## config.mk

```make
export PLATFORM = sky130hd
export DESIGN_NAME = sync_cnt
export DESIGN_NICKNAME = d
export VERILOG_FILES = /design/src/rtl/sync_cnt.sv
export SDC_FILE = /design/constraint.sdc
export NUM_CORES = 1
export LEC_CHECK = 0
export BUFFER_PORTS_ARGS = -buffer_cell sky130_fd_sc_hd__buf_2
export CAP_MARGIN = 20
export CORE_AREA = 2 2 39 41
export DETAILED_ROUTE_END_ITERATION = 10
export DIE_AREA = 0 0 41 43
export SYNTH_ARGS = -nofsm -noshare
export SYNTH_HDL_FRONTEND = slang
export SYNTH_SLANG_ARGS = --single-unit
```

## constraint.sdc

```tcl
create_clock -name clk -period 0.9 [get_ports clk]
set_input_delay 0.18 -clock clk [delete_from_list [all_inputs] [get_ports clk]]
set_output_delay 0.18 -clock clk [all_outputs]
set_load 0.01 [all_outputs]
```

## src/rtl/sync_cnt.sv

```systemverilog
// Free-running synchronous counter built from T-type register bits.
// Width, modulus and count direction are fixed at elaboration.
module sync_cnt #(
  parameter int unsigned WIDTH   = 4,
  parameter int unsigned MODULUS = 32'd1 << WIDTH,
  parameter bit          DOWN    = 1'b0
) (
  input  logic             clk,
  input  logic             rst,
  output logic [WIDTH-1:0] out
);

  localparam int unsigned     STATES = 32'd1 << WIDTH;
  localparam bit              FULL   = (MODULUS == STATES);
  localparam logic [WIDTH-1:0] TERM  = WIDTH'(MODULUS - 32'd1);

  generate
    if (WIDTH < 1 || WIDTH > 16) begin : g_bad_width
      $error("sync_cnt: WIDTH must be in 1..16");
    end
    if (MODULUS < 2 || MODULUS > STATES) begin : g_bad_modulus
      $error("sync_cnt: MODULUS must be in 2..2**WIDTH");
    end
  endgenerate

  logic [WIDTH-1:0] toggle;
  logic             chain;
  logic             at_wrap;
  logic [WIDTH-1:0] wrap_val;

  // Toggle enables: AND chain over lower bits (ones counting up, zeros counting down).
  always_comb begin
    toggle = '0;
    chain  = 1'b1;
    for (int i = 0; i < WIDTH; i++) begin
      toggle[i] = chain;
      chain     = chain & (DOWN ? ~out[i] : out[i]);
    end
  end

  // Truncated moduli replace the toggle with a load at the wrap point.
  always_comb begin
    if (DOWN) begin
      at_wrap  = !FULL && (out == '0);
      wrap_val = TERM;
    end else begin
      at_wrap  = !FULL && (out == TERM);
      wrap_val = '0;
    end
  end

  always_ff @(posedge clk) begin
    if (rst) begin
      out <= '0;
    end else if (at_wrap) begin
      out <= wrap_val;
    end else begin
      out <= out ^ toggle;
    end
  end

endmodule

```

## After elaboration in Yosys (flattened, before gate mapping)

Cells that the tools add are included.
Widths: inputs -> output; s select.

- Bits of input ports: 2
- Logic and storage cells: 4
- Bits in registers: 4
- Output and inout port bits: 4

- Bitwise logic cells: 3

Operators with widths:

| cell | count |
|---|---|
| $xor 4x4->4 | 1 |
| $and 1x1->1 | 2 |

## Depth between registers and ports, before layout

- Depth in word-level cells: 3
- Mapped depth: 4
- Gate-level depth less buffers: 4

## Worst setup path after synthesis

Ideal clock, no wire load.

- Path kind: register to register
- Start point: register out[0]
- End point: register out[2]
- Arrival time: 0.897 ns
- Required time: 0.786 ns
- Setup slack: -0.110 ns
- Period minus slack after synthesis: 1.010 ns
- Buffers on the path: 0
- Setup time: 0.114 ns
- Cell stages (with the launch flop): 4
- Path through: dfxtp_1 > ha_1 > ha_1 > nor2b_1

- Cells in the longest elaborated chain, start to end: 2

RTL lines:

| what | RTL line | text |
|---|---|---|
| start: declaration | 10 | `output logic [WIDTH-1:0] out` |
| start signal: assignment | 56 | `out <= wrap_val;` |
| start signal: assignment | 58 | `out <= out ^ toggle;` |
| $and 1x1->1 | 37 | `chain = chain & (DOWN ? ~out[i] : out[i]);` |
| $xor 4x4->4 | 58 |  |

Every way passes these cells.
A chain may end at the register's enable or synchronous reset.

## Worst setup path in the final report

- Start point: register out[0]
- End point: register out[3]

- Cells in the longest elaborated chain, start to end: 3

RTL lines:

| what | RTL line |
|---|---|
| $and 1x1->1 (2 in series) | 37 |
| $xor 4x4->4 | 58 |

Every way passes these cells.

==> results.md <==
- The largest family of logic cells by synthesized area is adder cells.
- After synthesis, flip-flops and latches occupy 59.8% of the total area.
- At the pin with the least slew margin, the transition time is 0.109 ns.
- The initial antenna violation count is 0.
- The achievable frequency is 1.10 GHz.
- The number of levels in the clock H-tree is 1.
- The clock tree from TritonCTS is built.
- The required time of the worst setup path is 1.06 ns.
- The clock-pin slew on the worst setup and hold paths is 0.04 ns.
- The last weighted congestion value of the routability-driven placer is 0.522.
- The final worst-path setup slack is -0.00625 ns.
- The xor and xnor fraction of the mapped netlist area is 6.54%.
- The number of clock buffers added by TritonCTS is 3.
- The largest registers in the layout are out x4.
- The mean instance size in the synthesized netlist is 12.2 um2.
- From left edge to right edge, the die measures 41 um.
- In this run the standard cell core region covers 0.00138 mm2.
- The power density over the cells is 1830 mW/mm2.
- The total number of yosys warnings is 0.
- For this run, the detailed router's first-pass iteration total came to 1.
- The clock insertion delay at the later pin of the skew report is 0.23 ns.
- The class of the tightest hold or removal check is in -> reg.
- The critical path starts at out[0].
- Setup repair after global routing could not meet its margin everywhere.
- Synthesis handed over a netlist of 11 instances.
- The CTS root buffer is sky130_fd_sc_hd__clkbuf_4.
- The violation count after the first detailed-routing iteration is 0.
- Combinational logic is responsible for 9.4% of the overall power.
- The final reports fail on setup timing.
- The origin of the critical flop-to-flop path is out[0].
- After detailed routing, the average wire length per cell comes to 7.51 um.
- The final net count is 25.
- Across all layers, the routed design uses 105 vias.
- Headroom to the max-slew limit came out at 92.7%.
- Clock tree synthesis found a total of 4 sinks.
- The peak fanout along the critical path is 3.
- The number of register bits inferred by synthesis is 4.
- The total grt overflow is 0.
- The via count of the first global-routing pass was 102.
- The total cell area at the placement stage is 206 um2.
- The final-layout fill cell count is 150.
- Timing analysis after detailed placement gives a worst setup slack of -0.0111 ns.
- The first-pass GRT wire length is 365 um.
- The flow ran to the end, but the final reports show violations.
- In the routed layout, each cell is associated on average with a via count of 3.00.
- The minimum clock period is 0.906 ns.
- The post-route clock period utilization is 101%.
- The multiplexer area fraction after synthesis is 0%.
- The critical path launch point type is a flip-flop.
- No sink is reached through more buffers than the 2 on the longest clock path.
- The residual antenna-violating net count after detailed routing is 0.
- After clock tree synthesis, the setup repair step added 0 buffers.
- The internal portion of the total power is 365 uW.
- The cell area after layout is 254 um2.
- The total I/O pin count is 6.
- The utilization of the core after routing is 18.4%.
- Following the worst setup path forward leads to its endpoint at out[3].
- For this configuration, the core starts out at a cell density of 9.67%.
- The number of slew-limit violations in the final report is 0.
- The clock network is responsible for 47.3% of the overall power.
- Sequential cells account for 43.4% of the total power.
- The depth of the worst register-to-register path is 4.
- The adder-cell share of the synthesized area is 18.7%.
- More flip-flops sit in one register than any other, and that register is out.
- The worst register-to-register path ends at out[3].
- The tightest hold margin is 0.148 ns.
- During placement, the flow inserted port buffers numbering 5.
- After Yosys synthesis, and, or, nand and nor cells account for 15.0% of the synthesized area.
- In this run the power spent charging and discharging nets is 101 uW.
- The share of cells above drive strength 1 is 78.9%.
- The synthesized-area fraction occupied by ao, oa, aoi and oai cells is 0%.
- The final count of hold timing violations is 0.
- Across every metal layer, demand over resource in global routing totals 4.50%.
- The die area is 0.00176 mm2.
- Net switching is 21.7% of the power.
- Entering global routing, the biggest net connects 5 pins.
- The post-route DRC violation count is 0.
- The netlist area before placement is 134 um2.
- The category of the most critical setup path is reg -> reg.
- The slack of the worst reg-to-reg path is -0.006 ns.
- 0 antenna diodes ended up in the layout.
- The arrival time at the worst endpoint is 1.07 ns.
- Compared with the post-synthesis result, the final layout area differs by 89.7%.
- The number of nets produced by synthesis is 15.
- Setup violations remaining at the end of the flow were counted as 1.
- The die is 43 um tall.
- Yosys mapped the design onto 5 distinct sky130hd cell types.
- Max-cap violations in this run came to 0.
- After layout, the design draws a total of 466 uW.
- The leakage power total is 0.101 nW.
- The worst setup path is captured at a flip-flop.
- IR analysis of the VDD net gives a maximum drop of 0.265 mV.
- The maximum clock skew at final layout is 0.00532 ns.
- The floorplan has 14 rows.
- The total detailed-routing wirelength is 263 um.
- The register with the most flip-flops in the layout has 4 of them.
timing repair:
action | in CTS | in global routing
hold buffers | 0 | 0
pin swaps | 0 | 0
gates resized for setup | 4 | 2
hold endpoints to repair | 0 | 0
setup endpoints to repair | 3 | 5
worst min path at each step:
stage,startpoint,end,slack [ns],cells after the start
3_5_place_dp,rst,out[0],0.40,2
3_3_place_gp,rst,out[0],0.38,2
2_1_floorplan,rst,out[0],0.24,1
5_1_grt,rst,out[0],0.16,2
6_report,rst,out[0],0.15,2
4_1_cts,rst,out[0],0.15,2
worst max-delay path: stages, from the launching register on:
cell and delay (ns):
sky130_fd_sc_hd__dfxtp_2 0.33, sky130_fd_sc_hd__ha_4 0.16, sky130_fd_sc_hd__ha_4 0.15, sky130_fd_sc_hd__xnor2_2 0.12
sky130_fd_sc_hd__nor2_1 0.09
cell families (layout without fill, tap and decap cells):
| family | Yosys count | in the layout |
|---|---|---|
| AND/OR/NAND/NOR | 4 | 4 |
| XOR/XNOR | 1 | 1 |
| adder cells (fa/ha/maj) | 2 | 2 |
| buffers and inverters | 0 | 8 |
| flip-flops | 4 | 4 |
through the flow:
step                      instances  setup TNS, ns
after floorplan                  11        -0.0135
after global placement           32       -0.00739
after detailed placement         32        -0.0116
after CTS                        35        -0.0115
after global routing             35         -0.116
final                            35       -0.00625
layout by cell type, fill, tap and decap left out, drive strengths merged:
cell / count
buf: 5
dfxtp: 4
clkbuf: 3
nor2b: 2
nor2: 2
ha: 2
xnor2: 1
Yosys cell counts (all sizes together):
library cell	n	area [um2]
dfxtp	4	80.1
ha	2	25.0
nor2	2	7.51
nor2b	2	12.5
xnor2	1	8.76
layout make-up:
cell class | count | area [um2] | share of cell area (%)
Sequential cell | 4 | 87.6 | 34.5
Clock buffer | 3 | 22.5 | 8.87
Tap cell | 16 | 20.0 | 7.88
Multi-Input combinational cell | 7 | 86.3 | 34.0
Timing Repair Buffer | 5 | 37.5 | 14.8
layer usage:
| metal | track usage [%] | vias up | wire (um) | share of wire [%] |
|---|---|---|---|---|
| met5 | 0 | - | 0 | 0 |
| met4 | 8.00 | 0 | 6 | 2.3 |
| met3 | 6.28 | 2 | 39 | 15 |
| met2 | 4.38 | 6 | 114 | 43 |
| met1 | 2.23 | 46 | 103 | 39 |
| li1 | - | 51 | - | - |
power by group through the flow:
stage	clock network [mW]	logic, mW	registers, mW
global route	0.245	0.0529	0.203
detailed placement	0	0.0404	0.206
finish	0.220	0.0437	0.202
global placement	0	0.0400	0.206
floorplan	0	0.0167	0.211
CTS	0.234	0.0448	0.205
No activity file was read; power rests on OpenSTA's default activity.
